## config.mk

```make
export PLATFORM = sky130hd
export DESIGN_NAME = counter_modn
export DESIGN_NICKNAME = d
export VERILOG_FILES = /design/src/rtl/counter_modn.sv
export SDC_FILE = /design/constraint.sdc
export NUM_CORES = 1
export LEC_CHECK = 0
export CAP_MARGIN = 15
export CORE_MARGIN = 1
export CORE_UTILIZATION = 60
export CTS_CLUSTER_SIZE = 8
export DETAILED_ROUTE_END_ITERATION = 6
export DONT_BUFFER_PORTS = 1
export PLACE_DENSITY = 0.82
export SKIP_LAST_GASP = 1
export SYNTH_ARGS = -nofsm -noshare
export SYNTH_HDL_FRONTEND = slang
export SYNTH_SLANG_ARGS = --single-unit
```

## constraint.sdc

```tcl
create_clock -name CP -period 5.3 [get_ports CP]
set_clock_uncertainty 0.15 [all_clocks]
set_input_delay 1.325 -clock CP [delete_from_list [all_inputs] [get_ports CP]]
set_output_delay 1.325 -clock CP [all_outputs]
set_load 0.02 [all_outputs]
```

## src/rtl/counter_modn.sv

```systemverilog
// counter_modn
//   Modulo-MODULUS time-unit counter for the digital clock. One instance per
//   stage: seconds (60), minutes (60), hours (24 or 12).
//
//   Ports
//     CP        rising-edge clock
//     _CR       asynchronous active-low reset, loads INIT and clears pulses
//     en        count enable (previous stage carry/tc, or 1 for base stage)
//     adjust    adjust mode: normal counting suspended, adj_step moves count
//     adj_step  one-cycle step request in adjust mode
//     dir       adjust direction, 0 = up, 1 = down
//     load      synchronous preset strobe, highest priority
//     load_val  preset value (rejected when >= MODULUS)
//     count     registered binary count, always < MODULUS
//     count_bcd {tens, units} BCD of count
//     carry     one-cycle pulse on the edge count wraps MODULUS-1 -> 0
//     borrow    down-chain pulse, held low in this revision
//     tc        look-ahead terminal count for zero-skew chaining
//     load_err  one-cycle pulse on a rejected preset
module counter_modn #(
  parameter int MODULUS = 60,
  parameter int WIDTH   = 8,
  parameter int INIT    = 0
) (
  input  logic             CP,
  input  logic             _CR,
  input  logic             en,
  input  logic             adjust,
  input  logic             adj_step,
  input  logic             dir,
  input  logic             load,
  input  logic [WIDTH-1:0] load_val,
  output logic [WIDTH-1:0] count,
  output logic [7:0]       count_bcd,
  output logic             carry,
  output logic             borrow,
  output logic             tc,
  output logic             load_err
);

  // MODULUS itself may equal 2^WIDTH, so range checks compare against
  // MODULUS-1 (always representable) rather than MODULUS.
  localparam logic [WIDTH-1:0] CNT_MAX  = WIDTH'(MODULUS - 1);
  localparam logic [WIDTH-1:0] CNT_INIT = WIDTH'(INIT);

  typedef struct packed {
    logic carry;
    logic borrow;
    logic load_err;
  } pulse_t;

  logic [WIDTH-1:0] cnt_q, cnt_d;
  pulse_t           pls_q, pls_d;
  logic             at_max, at_zero;

  assign at_max  = (cnt_q == CNT_MAX);
  assign at_zero = (cnt_q == '0);

  // One action per edge: load > adjust step > normal count > hold.
  // Pulses default low so each is high for exactly one cycle.
  always_comb begin
    cnt_d = cnt_q;
    pls_d = '0;
    if (load) begin
      if (load_val <= CNT_MAX) cnt_d = load_val;
      else                     pls_d.load_err = 1'b1;
    end else if (adjust) begin
      // en is ignored here; adjusting never ripples into the next stage
      if (adj_step) begin
        if (!dir) cnt_d = at_max  ? '0      : cnt_q + WIDTH'(1);
        else      cnt_d = at_zero ? CNT_MAX : cnt_q - WIDTH'(1);
      end
    end else if (en) begin
      if (at_max) begin
        cnt_d       = '0;
        pls_d.carry = 1'b1;
      end else begin
        cnt_d = cnt_q + WIDTH'(1);
      end
    end
  end

  always_ff @(posedge CP or negedge _CR) begin
    if (!_CR) begin
      cnt_q <= CNT_INIT;
      pls_q <= '0;
    end else begin
      cnt_q <= cnt_d;
      pls_q <= pls_d;
    end
  end

  function automatic logic [7:0] to_bcd(input logic [31:0] v);
    return {4'(v / 32'd10), 4'(v % 32'd10)};
  endfunction

  assign count     = cnt_q;
  assign count_bcd = to_bcd(32'(cnt_q));
  assign carry     = pls_q.carry;
  assign borrow    = pls_q.borrow;
  assign load_err  = pls_q.load_err;
  // Look-ahead: next stage increments on the same edge this one wraps.
  assign tc        = en & ~adjust & at_max;

  a_in_range: assert property (@(posedge CP) disable iff (!_CR) cnt_q <= CNT_MAX);

endmodule

```

Word level (Yosys, flattened, before mapping)

Index checks and enable logic that the tools add are counted.

Output and inout port bits: 20
Logic and storage cells: 31
Register bits: 10
Input port bits: 15

Add/subtract/negate cells: 2
Div/mod/pow operators: 2
Equal/unequal tests: 3
Bitwise gates (word level): 3
Muxes and demuxes: 14
Order comparisons: 1
Reductions and logical operators: 3

Operators with widths:

| kind                                                            | number |
|---|---|
| 2-to-1 mux 8 bit                                                | 8 |
| divider 8 x 4 -> 32 bit (second input constant)                 | 1 |
| remainder unit 8 x 4 -> 32 bit (second input constant)          | 1 |
| adder 8 x 1 -> 8 bit (second input constant)                    | 1 |
| == test 8 x 6 -> 1 bit (second input constant)                  | 1 |
| less-or-equal comparator 8 x 6 -> 1 bit (second input constant) | 1 |
| logical NOT 8 bit                                               | 1 |
| subtractor 8 x 1 -> 8 bit (second input constant)               | 1 |
| 2-to-1 mux 1 bit                                                | 6 |
| != test 3 x 1 -> 1 bit (second input constant)                  | 1 |
| AND reduction 3 bit                                             | 1 |
| nonzero test 3 bit                                              | 1 |
| bitwise AND 1 bit                                               | 2 |
| != test 2 x 1 -> 1 bit (second input constant)                  | 1 |
| NOT 1 bit                                                       | 1 |

Logic depth before layout (Yosys ltp)

Depth after elaboration: 6
Gate-level depth with buffers: 15
Mapped depth without buffers: 14

Worst setup path before layout

OpenSTA, ideal clock, no wires.

Kind: reg2out
Start point: register cnt_q[6] (netlist: count[6])
End point: output count_bcd[1]
Arrival: 3.604 ns
Stages on the path, launching flop included: 16
Buffers on the path: 1
Data required time: 3.825 ns
Setup slack: 0.221 ns
Cell sequence: dfrtp_1 -> buf_6 -> inv_1 -> ha_1 -> or2_2 -> ha_1 -> mux2_2 -> a221o_1 -> nand2_1 -> o311ai_2 -> nor3_4 -> inv_2 -> a31oi_4 -> a22oi_1 -> or2_4 -> xnor2_2

Word-level cells in the longest chain between the ends: 1

Ends and longest elaborated chain:

| what                           | line | RTL |
|---|---|---|
| start, declared                | 52   | `logic [WIDTH-1:0] cnt_q, cnt_d;` |
| start signal, assigned         | 88   | `cnt_q <= cnt_d;` |
| remainder unit 8 x 4 -> 32 bit | 94   | `return {4'(v / 32'd10), 4'(v % 32'd10)};` |
| end, declared                  | 34   | `output logic [7:0] count_bcd,` |

No other way between the ends.

Worst setup path after layout

Start point: register cnt_q[5] (netlist: count[5])
End point: output count_bcd[2]

Same word-level chain as after synthesis.

==> impl_metrics.tcl <==
set metrics [dict create \
    die_w_um 54.6 \
    ant_nets 0 \
    finalHoldViolCount 0 \
    final_util_pct 67.6 \
    dpl.hpwl_mm 2.81 \
    yosysWarnings 0 \
    place_congestion 0.906 \
    path_clk_slew_ns 0.08 \
    drv_slew 0 \
    pwr-share-comb_pct 75.4 \
    grt_max_degree 22 \
    pwr-share-clk_pct 8.0 \
    core_um2 2540 \
    syn_nets 225 \
    insertion_delay_ns 0.28 \
    p_int_uw 429 \
    path_max_fanout 8 \
    fp-row-count 18 \
    placed_area_um2 1610 \
    cp.arrival_ns 3.65 \
    cp-start-kind "flop" \
    die_h_um 54.6 \
    grt.overflow.total 0 \
    hold_class "input pin to asynchronous set/reset pin" \
    pwr-share-seq_pct 16.6 \
    antenna_found_initial 0 \
    p_leak_uw 0.000667 \
    port_buffers 0 \
    setup_tns_ns 0 \
    fin_crit_sh_pct 96.8 \
    worst_pin_slew_ns 0.901 \
    maxCapViolations 0 \
    cts_root_buf "clkbuf_4" \
    synth_edf_count 0 \
    grt_pass1_wl_mm 6.26 \
    num_vias 1554 \
    wl_mm 3.96 \
    setup_viol 0 \
    postCtsHoldBufs 0 \
    final_common_cell "nand2_1" \
    firstDrtPassIters 4 \
    p_total_uw 884 \
    end_kind "output pin" \
    yosysSeqAreaShare_pct 15.1 \
    rsz0062_at_grt "no" \
    layout_common_cells "nand2_1, a21oi_1, buf_4" \
    fin_area_um2 1720 \
    vias_per_cell 6.67 \
    io_pins 35 \
    postSynth.asyncResetShare_pct 100 \
    first_global_vias 1419 \
    critPathKind "flop to output pin" \
    cts_tree "done" \
    pre_cts_slack_ns 0.386 \
    track_usage_pct 29.0 \
    required_ns 3.83 \
    netlist_area_um2 1660 \
    cts_buffer_depth 2 \
    pwr_density_cell_nw_per_um2 514 \
    antenna_cells 0 \
    syn_inst 201 \
    relSlewSlack_pct 39.9 \
    cts_num_sinks 10 \
    drive_above_1_share_pct 22.7 \
    synth_seq_cells 10 \
    peakVddDrop_mv 0.490 \
    outcome "completed" \
    max_freq_ghz 0.195 \
    synth_top_flop_cell "dfrtp_1" \
    drc 0 \
    nets 228 \
    detail_route.wl_per_cell_um 17.0 \
    syn_to_final_growth_pct 3.70 \
    drt_iter0_drc 36 \
    die-area_um2 2980 \
    start_util_pct 65.1 \
    fill_cells 214 \
    fin_crit_ns 5.13 \
    switching_power_uw 455 \
    ys_types 64 \
    fin_ws_ns 0.171 \
    htreeDepth 1 \
    cts_buffers 3 \
    switching_share_pct 51.5 \
    syn-mean-instance-area_um2 8.25 \
]
[layout make-up]
type / instances / area (µm²) / area share, %
tap: 30 / 37.5 / 2.18
inverter: 8 / 33.8 / 1.97
sequential: 10 / 250 / 14.6
clock buffer: 4 / 36.3 / 2.11
timing repair buffer: 14 / 109 / 6.33
multi-input combinational: 167 / 1250 / 72.9
[per-layer routing]
layer  vias up  global-route usage, %  share of wire (%)
met5         -                      0                  0
met4         0                   12.8                1.3
met3         4                   1.94                4.2
met2        54                   52.8                 51
met1       742                   34.4                 44
li1        754                      -                  -
[path summary, 6_finish.rpt]
check	from	to	slack [ns]	depth (start not counted)
min in group CP	count[6]$_DFFE_PN0P_	count[6]$_DFFE_PN0P_	0.59	3
setup reg to reg	count[1]$_DFFE_PN0P_	count[2]$_DFFE_PN0P_	2.68	8
setup / recovery	count[5]$_DFFE_PN0P_	count_bcd[2]	0.17	13
hold / removal	_CR	count[3]$_DFFE_PN0P_	0.58	0
max in group asynchronous	_CR	count[6]$_DFFE_PN0P_	4.34	0
hold reg to reg	count[6]$_DFFE_PN0P_	count[6]$_DFFE_PN0P_	0.59	3
[repair_timing]
action	in CTS	in global routing
resized for setup	0	6
setup endpoints to repair	0	2
buffers inserted	0	5
[kinds of logic (layout without fill, tap and decap cells)]
kind of cell             Yosys count  count (layout)  synth area share (%)
AO/OA/AOI/OAI                     62              62                  27.6
XOR/XNOR                          14              14                  8.98
adder cells (fa/ha/maj)           10              10                  7.40
buffers and inverters             24              26                  11.0
flip-flops                        10              10                  15.1
multiplexers                       7               7                  4.53
other                              1               1                 0.226
AND/OR/NAND/NOR                   73              73                  25.1
[registers in the layout, indices dropped and copies added, names as in the netlist]
signal	cells
carry	1
count	8
load_err	1
[power groups by stage]
stage                     logic [µW]  registers [µW]  clock network (µW)
after detailed placement         610             146                   0
after global placement           594             145                   0
final                            667             146                70.8
after global routing             722             150                74.3
after floorplan                  546             128                   0
after CTS                        615             145                72.5
[Yosys cell counts, types with 4 or more instances]
master	count	area share (%)
clkbuf_8	6	5.0
o211ai_1	6	2.7
dfrtp_1	10	15
nor3_1	10	3.0
ha_1	9	6.8
nand4_1	4	1.5
nand2_1	15	3.4
nand2b_1	4	1.5
nand3_1	7	2.1
mux2_2	4	2.7
xnor2_1	10	5.3
inv_1	7	1.6
o21ai_0	11	3.3
a21oi_1	13	3.9
nor2_1	12	2.7
o22ai_1	4	1.5
[stage by stage]
stage	instances	hold slack (ns)
4_1_cts	228	0.577
3_3_place_gp	224	0.555
3_5_place_dp	224	0.570
5_1_grt	233	0.580
6_report	233	0.582
2_1_floorplan	201	0.650
[worst max-delay path, cell delays in order (launching register included)]
cell	delay (ns)
dfrtp_1	0.39
ha_1	0.21
or2_2	0.31
ha_1	0.31
mux2_2	0.28
a221o_1	0.30
nand2_1	0.11
o311ai_4	0.12
nor3_4	0.40
mux2i_2	0.32
a221oi_2	0.10
o22ai_1	0.21
xnor2_1	0.15
buf_4	0.17
No activity file was read; power rests on OpenSTA's default activity.
